==> src/rtl/block_output.sv <==
// block_output -- output stage of a router port.
//
// Buffers flits from the switch in a small first-word-fall-through FIFO and
// hands them to the neighbour router with a val/ret handshake. A write-side
// packet FSM raises lock between an accepted header and an accepted tail, so
// the switch keeps its grant on this port for the whole packet.
//
// Ports:
//   clk      : single clock, rising edge
//   rst      : asynchronous active-high reset
//   write    : flit strobe from the switch
//   Data_in  : flit from the switch; top two bits are the flit type
//              (10 header, 00 body, 01 tail, 11 single)
//   full     : FIFO full; switch does not send while high
//   lock     : packet in progress
//   drop     : one-cycle pulse after a write refused because the FIFO was full
//   val      : valid flit on Data_out for the neighbour
//   ret      : neighbour can accept a flit this cycle
//   Data_out : flit to the neighbour; zero while val is low
module block_output #(
    parameter int unsigned DATA_WIDTH = 8,
    parameter int unsigned DEPTH_LOG2 = 2
) (
    input  logic                  clk,
    input  logic                  rst,
    input  logic                  write,
    input  logic [DATA_WIDTH-1:0] Data_in,
    output logic                  full,
    output logic                  lock,
    output logic                  drop,
    output logic                  val,
    input  logic                  ret,
    output logic [DATA_WIDTH-1:0] Data_out
);

    localparam int unsigned DEPTH = 1 << DEPTH_LOG2;
    localparam logic [DEPTH_LOG2:0]   CNT_FULL = (DEPTH_LOG2 + 1)'(DEPTH);
    localparam logic [DEPTH_LOG2:0]   CNT_ONE  = (DEPTH_LOG2 + 1)'(1);
    localparam logic [DEPTH_LOG2-1:0] PTR_ONE  = DEPTH_LOG2'(1);

    typedef enum logic {
        IDLE,
        IN_PACKET
    } state_t;

    logic [DATA_WIDTH-1:0] mem [DEPTH];
    logic [DEPTH_LOG2-1:0] wr_ptr;
    logic [DEPTH_LOG2-1:0] rd_ptr;
    logic [DEPTH_LOG2:0]   count;
    logic                  accept;
    logic                  transfer;
    logic [1:0]            flit_type;
    state_t                state;
    state_t                next_state;

    // full comes straight from the registered count, so the accept decision
    // always uses the pre-edge occupancy.
    assign full      = (count == CNT_FULL);
    assign val       = (count != '0);
    assign accept    = write && !full;
    assign transfer  = val && ret;
    assign flit_type = Data_in[DATA_WIDTH-1 -: 2];
    assign Data_out  = val ? mem[rd_ptr] : '0;
    assign lock      = (state == IN_PACKET);

    always_ff @(posedge clk or posedge rst) begin
        if (rst) begin
            wr_ptr <= '0;
            rd_ptr <= '0;
            count  <= '0;
            drop   <= 1'b0;
            for (int unsigned i = 0; i < DEPTH; i++) begin
                mem[i] <= '0;
            end
        end else begin
            drop <= write && full;
            if (accept) begin
                mem[wr_ptr] <= Data_in;
                wr_ptr      <= wr_ptr + PTR_ONE;
            end
            if (transfer) begin
                rd_ptr <= rd_ptr + PTR_ONE;
            end
            case ({accept, transfer})
                2'b10:   count <= count + CNT_ONE;
                2'b01:   count <= count - CNT_ONE;
                default: count <= count;
            endcase
        end
    end

    always_ff @(posedge clk or posedge rst) begin
        if (rst) begin
            state <= IDLE;
        end else begin
            state <= next_state;
        end
    end

    // Only accepted flits move the FSM; a header inside a packet or a tail
    // outside one is stored but leaves the state alone.
    always_comb begin
        next_state = state;
        if (accept) begin
            case (state)
                IDLE:      if (flit_type == 2'b10) next_state = IN_PACKET;
                IN_PACKET: if (flit_type == 2'b01) next_state = IDLE;
                default:   next_state = IDLE;
            endcase
        end
    end

endmodule

==> config.mk <==
export PLATFORM = sky130hd
export DESIGN_NAME = block_output
export DESIGN_NICKNAME = d
export VERILOG_FILES = /design/src/rtl/block_output.sv
export SDC_FILE = /design/constraint.sdc
export NUM_CORES = 1
export LEC_CHECK = 0
export ABC_AREA = 1
export CORE_MARGIN = 3
export CORE_UTILIZATION = 35
export DETAILED_ROUTE_END_ITERATION = 12
export GPL_ROUTABILITY_DRIVEN = 0
export GPL_TIMING_DRIVEN = 0
export PLACE_DENSITY = 0.52
export SLEW_MARGIN = 15
export SYNTH_ARGS = -nofsm -noshare
export SYNTH_HDL_FRONTEND = slang
export SYNTH_SLANG_ARGS = --single-unit
==> constraint.sdc <==
create_clock -name clk -period 2.55 [get_ports clk]
set_input_delay 0.51 -clock clk [delete_from_list [all_inputs] [get_ports clk]]
set_output_delay 0.51 -clock clk [all_outputs]
set_load 0.01 [all_outputs]
==> results of run 1 <==
worst max-delay path, cell delays in order (launching register included):
cell and delay, ps:
dfrtp_1 330, buf_4 190, inv_2 120, buf_6 160, nand2_1 50, nand3_1 100
a21oi_1 160, clkdlybuf4s50_1 560
synthesized netlist by cell type:
| cell type | instances | share of area |
|---|---|---|
| nand2_1 | 118 | 0.19 |
| inv_1 | 48 | 0.079 |
| dfrtp_1 | 41 | 0.45 |
| nand4_1 | 33 | 0.090 |
| nand3_1 | 18 | 0.039 |
| buf_2 | 9 | 0.020 |
| a21oi_1 | 8 | 0.018 |
| ha_1 | 5 | 0.027 |
| buf_8 | 3 | 0.020 |
| nand3_2 | 3 | 0.013 |
| o21ai_0 | 3 | 0.0066 |
| buf_4 | 2 | 0.0066 |
| buf_6 | 2 | 0.0099 |
| xnor2_1 | 2 | 0.0077 |
| fa_1 | 1 | 0.0088 |
| inv_2 | 1 | 0.0016 |
| nand2_2 | 1 | 0.0027 |
| nand3b_1 | 1 | 0.0033 |
| nor2_1 | 1 | 0.0016 |
| nor2_2 | 1 | 0.0027 |
where the power goes:
part	total [mW]	internal, mW	switching, mW	leakage (nW)
logic	1.83	0.768	1.06	0.967
registers	1.12	0.951	0.168	0.513
clock network	0.512	0.285	0.227	0.0540
cells by family (layout without fill, tap and decap cells):
| kind of cell | count (synthesis) | after routing | synth area share |
|---|---|---|---|
| adders and majority gates | 6 | 6 | 0.0361 |
| AOI/OAI and AO/OA | 11 | 11 | 0.0241 |
| xor gates and xnor gates | 2 | 2 | 0.00766 |
| DFF | 41 | 41 | 0.449 |
| buffers and inverters | 65 | 96 | 0.136 |
| and+or+nand+nor | 176 | 176 | 0.347 |
per-stage QoR:
| stage | cell area, µm² | cells | hold WS, ps | utilization |
|---|---|---|---|---|
| floorplan | 2290 | 301 | 442 | - |
| global placement | 2610 | 399 | 454 | 0.426 |
| detailed placement | 2630 | 400 | 458 | 0.429 |
| CTS | 2730 | 407 | 458 | 0.446 |
| global route | 2740 | 407 | 467 | 0.448 |
| finish | 2740 | 407 | 455 | 0.448 |
registers in the layout (all words and copies together), names as in the netlist:
register	count
drop	1
wr_ptr	2
count	3
mem	32
rd_ptr	2
lock	1
placed cells by master, fill, tap and decap left out:
cell type	instances
buf_6	2
buf_2	9
o21ai_0	3
dlymetal6s2s_1	4
nand3_1	18
inv_1	47
nand3_2	3
nor2_2	1
nor2_1	1
fa_1	1
buf_4	2
ha_1	5
buf_12	1
nand3b_1	1
dfrtp_1	41
bufinv_16	1
a21oi_1	8
inv_2	2
nand2_1	118
clkbuf_8	5
xnor2_1	2
clkdlybuf4s50_1	19
nand4_1	33
clkinv_2	1
buf_8	3
nand2_2	1
cell type report:
type	instances	area, µm²	area share
plain buffers	16	128	0.0465
clock buffers	5	68.8	0.0251
clock inverters	2	35.0	0.0128
inverters	49	184	0.0670
multi-input cells	195	948	0.346
flip-flops and latches	41	1030	0.374
well taps	75	93.8	0.0342
repair buffers	24	260	0.0948
layer usage:
layer,GRT usage,part of all wire,up-vias,wire [µm]
li1,-,-,1010,-
met5,0,0,-,0
met4,0.0382,0.0093,0,55
met1,0.234,0.47,890,2810
met2,0.288,0.48,38,2850
met3,0.0295,0.037,7,220
worst min path at each step:
stage | startpoint | end | slack, ps | depth (start not counted)
3_3_place_gp | mem[10] | mem[10] | 450 | 2
4_1_cts | rst | count[2] | 460 | 2
3_5_place_dp | mem[21] | mem[21] | 460 | 2
2_1_floorplan | mem[0] | mem[0] | 440 | 2
5_1_grt | rst | lock | 470 | 2
6_report | rst | count[2] | 450 | 2
==> impl_results.md, run 1 <==
- Clock-pin slew on the worst setup and hold paths: 80 ps
- Post-CTS sizing: 0
- Syn Nets: 319
- RR Endpoint: count[2]
- #FFs+latches synth: 41
- Setup slack, reg-to-reg: 680 ps
- Max Freq: 0.404 GHz
- Slew HR: 0.764
- Via density: 4.78
- Overall routed net length: 5930 µm
- DRT antenna net count: 0
- Worst setup EP type: primary output
- Mapped cell area: about 2300 µm²
- Initial cell density of the core: 0.373
- Crit path from: rd_ptr[0]
- Mapped Avg Cell Area: ~7.6 µm²
- Port Buf Inserts: 23
- Pin count of the biggest net entering global routing: 33
- Vias post-DR: 1,945
- Clock Path Buffers: 2
- Global route overflow: 0
- Critical path peak fanout: 10
- Kind of critical path: reg -> out
- Measured slew at the worst slew-check pin: 352 ps
- RR Startpoint: count[0]
- First-pass GRT wire length: ~10,000 µm
- Layout cells sized above 1: 0.0934
- CTS sink cnt: 41
- Final worst-path setup slack: 77.4 ps
- Vias in the first global route: 1,952
- Worst Skew: roughly 5.4 ps
- Drc violations: 0
- Initial antenna violation count: 0
- WP data arrival: just under 2000 ps
- Row cnt: 28
- Die span in x: 86.8 µm
- Critical path required time: between 2000 and 2500 ps
- Cells after Synth: 301
- Die height: a little under 90 µm
- Layout fillers: about 660
- Worst min-delay path category: in -> async
- Final period utilization: 0.970
- Leak: 1.53 nW
- DR WL/cell: 14.6 µm
- Unrepaired setup endpoints after global routing: no
- Peak supply drop: 479 µV
- Root buf cell: clkbuf_8
- H-tree Lvls: 2
- Power Density: 1260 nW/µm²
- Sequential element share of the synthesized area: 0.449
- Core Region: 6130 µm²
- CTS tree: built
- Final Power: 3.46 mW
- Outcome: finished, final reports clean
- Worst-skew pair later-pin latency: 290 ps
- Final Hold Fails: 0
- Max-cap viol count: 0
- Reg2reg path depth: 10
- Area growth syn-to-layout: 20.0%
- Max-slew violations: 0
- Startpoint Class: register
- # Post-CTS Setup Buffers: 0
- Drt first-iter violations: 112
- Final setup vio count: 0
- Tmin final: about 2500 ps
- Die area: 7540 µm²
- Yosys warning total: 0
- Aggregate global-route resource usage: 0.173
- Setup TNS: 0 ps
- Diode count: 0
- Placed wire-length estimate: 4140 µm
- # IOs: 24
- Layout Nets: 350
- Worst slack, placed: 362 ps
- Synth cell types: 20
- CTS Buf Count: 5
- Pre-Repair DR Iteration Count: 4
- Hold_buf cts: 0
- CP Capture Point: Data_out[4]
Power figures use the tool's default switching activity.
==> run 2: changes to the inputs <==
CTS_BUF_LIST = sky130_fd_sc_hd__clkbuf_2 sky130_fd_sc_hd__clkbuf_4 sky130_fd_sc_hd__clkbuf_8   (was default)
==> results of run 2 <==
Same layout as run 1: the final DEF is identical, and so are final timing and power.
==> run 3: changes to the inputs <==
CORE_ASPECT_RATIO = 0.8   (was default)
==> run 3 against run 2 <==
Net effect:
- cell count up 1.7%
- critical path depth fell by 1
- routed wire length shrank 1.3%
- largest power group unchanged
- core utilization increased by 0.60 points
- design area rose by 0.82%
- sequential share of layout area shrank 0.30 points
- critical endpoint is now Data_out[6]
- clock-buffer cell count grew 1
- first-iteration DRC count increased by 14%
- sequential power about the same
- clock skew rose by 1.5 ps
- fmax rose by 2.0%
- total power is 1.7% higher
==> impl_results.md, run 3 (synthesis results as in run 1) <==
- Startpoint Class: register (unchanged)
- Drc violations: 0 (unchanged)
- # Post-CTS Setup Buffers: 0 (unchanged)
- H-tree Lvls: 2 (unchanged)
- Power Density: 1270 nW/µm² (was 1260 nW/µm²)
- Worst min-delay path category: in -> async (unchanged)
- Largest register by flop count: mem (unchanged)
- Tmin final: 2430 ps (was 2470 ps)
- Core Region: 6100 µm² (was 6130 µm²)
- Max-cap viol count: 0 (unchanged)
- Layout Nets: 350 (unchanged)
- Layout fillers: 633 (was 655)
- Via density: 4.68 (was 4.78)
- Row cnt: 25 (was 28)
- DR WL/cell: 14.1 µm (was 14.6 µm)
- Die area: 7540 µm² (about the same)
- Final non-filler cell total: 414 (was 407)
- Largest register FFs: 32 (unchanged)
- Worst Skew: 6.89 ps (was 5.39 ps)
- Worst path bufs/invs: 3 (was 4)
- Max-slew violations: 0 (unchanged)
- Max incr delay on CP: 560 ps (about the same)
- Max Freq: 0.412 GHz (was 0.404 GHz)
- Peak supply drop: 482 µV (was 479 µV)
- CP max-delay cell: clkdlybuf4s50_1 (unchanged)
- DRT antenna net count: 0 (unchanged)
- Initial cell density of the core: 0.375 (was 0.373)
- Most frequent cells in the layout: nand2_1, inv_1, dfrtp_1, nand4_1, clkdlybuf4s50_1 (unchanged)
- Leak: 1.51 nW (was 1.53 nW)
- Metal3 WL: 268 µm (was 220 µm)
- Aggregate global-route resource usage: 0.171 (was 0.173)
- Critical path required time: 2040 ps (about the same)
- Outcome: finished, final reports clean (unchanged)
- CTS Buf Count: 5 (unchanged)
- Met1 Wirelength: 2830 µm (was 2810 µm)
- Area growth syn-to-layout: 21.0% (was 20.0%)
- Overall routed net length: 5850 µm (was 5930 µm)
- WP data arrival: 1920 ps (was 1960 ps)
- Kind of critical path: reg -> out (unchanged)
- Pin count of the biggest net entering global routing: 35 (was 33)
- # IOs: 24 (unchanged)
- Clock-pin slew on the worst setup and hold paths: 80 ps (about the same)
- Global route overflow: 0 (unchanged)
- Drt first-iter violations: 128 (was 112)
- Root buf cell: clkbuf_8 (unchanged)
- CTS sink cnt: 41 (unchanged)
- Area of the multi-input gates: 948 µm² (unchanged)
- Placed cells: 406 (was 400)
- Register area: 1030 µm² (unchanged)
- Worst setup EP type: primary output (unchanged)
- Port Buf Inserts: 23 (unchanged)
- Leading cell type in the layout, fill and taps excluded: nand2_1 (unchanged)
- Measured slew at the worst slew-check pin: 403 ps (was 352 ps)
- Clock Path Buffers: 2 (unchanged)
- Setup TNS: 0 ps (unchanged)
- Crit path max-delay family: buffers and inverters (unchanged)
- Pre-Repair DR Iteration Count: 4 (unchanged)
- Placed wire-length estimate: 4190 µm (was 4140 µm)
- First-pass GRT wire length: 9840 µm (was 10,000 µm)
- Wire length on met2: 2710 µm (was 2850 µm)
- Final Hold Fails: 0 (unchanged)
- Largest registers: mem (32), count (3) (unchanged)
- Final period utilization: 0.951 (was 0.970)
- Vias in the first global route: 1,887 (was 1,952)
- Worst-path cell chain: buf_6 > buf_2 > nand2_1 > nand3_1 > a21oi_1 > clkdlybuf4s50_1 (was buf_4 > inv_2 > buf_6 > nand2_1 > nand3_1 > a21oi_1 > clkdlybuf4s50_1)
- Die span in x: 96.4 µm (was 86.8 µm)
- Top Metal Used: met4 (unchanged)
- Critical path peak fanout: 10 (unchanged)
- CTS tree: built (unchanged)
- Final setup vio count: 0 (unchanged)
- Worst-skew pair later-pin latency: 300 ps (was 290 ps)
- Layout cells sized above 1: 0.0961 (was 0.0934)
- Die height: 78.3 µm (was 86.8 µm)
- Initial antenna violation count: 0 (unchanged)
- Unrepaired setup endpoints after global routing: no (unchanged)
- Vias post-DR: 1,937 (was 1,945)
- Diode count: 0 (unchanged)
- Slew HR: 0.730 (was 0.764)
-- run 3: cell types whose count changed in the layout (fill, tap and decap cells not counted), sizes merged --
cell,change
dlymetal6s2s,-2
clkinv,-1
clkinvlp,+1
clkdlybuf4s50,+2
clkbuf,+1
-- run 3: final timing paths --
path | cells past startpoint | endpoint | slack, ps | startpoint
setup reg to reg | 10 | count[2] | 670 | count[0]
setup / recovery | 6 | Data_out[6] | 120 | rd_ptr[0]
hold reg to reg | 2 | mem[0] | 470 | mem[0]
min in group clk | 2 | mem[0] | 470 | mem[0]
hold / removal | 2 | drop | 430 | rst
max in group asynchronous | 3 | count[0] | 1690 | rst
-- run 3: layer usage --
layer  up-vias  GRT usage
li1       1003          -
met1       899      0.252
met2        30      0.261
met3         5     0.0307
met4         0     0.0378
met5         -          0
-- run 3: metrics by stage --
step	instance area [µm²]	util	setup WS, ps	hold slack [ps]	power, mW
after CTS	2760	0.452	74.8	437	3.55
after detailed placement	2640	0.432	360	458	2.99
after global placement	2620	0.429	101	454	2.96
after global routing	2770	0.454	23.4	441	3.85
after floorplan	2290	-	869	442	2.32
final	2770	0.454	125	435	3.52
-- run 3: worst register-to-register path, delay by kind of cell (launching register included) --
| kind | cells | cell delay (ps) |
|---|---|---|
| adder cells (fa/ha/maj) | 2 | 580 |
| buffers and inverters | 1 | 60 |
| flip-flops | 1 | 420 |
| AND/OR/NAND/NOR | 7 | 740 |
-- run 3: repair_timing --
action,4_1_cts,5_1_grt
endpoints found under the setup margin,0,6
gates resized for setup,0,3
hold buffers,0,0
-- run 3: power by group --
group / total [mW] / switching (mW) / internal, mW
registers: 1.12 / 0.172 / 0.951
clock network: 0.555 / 0.237 / 0.318
logic: 1.84 / 1.06 / 0.783
total: 3.52 / 1.46 / 2.05
-- run 3: layout make-up --
cell class	instances	area share
clock inverters	2	0.0136
plain buffers	16	0.0475
clock buffers	6	0.0299
repair buffers	24	0.0923
well taps	81	0.0366
flip-flops and latches	41	0.371
inverters	49	0.0665
multi-input cells	195	0.343
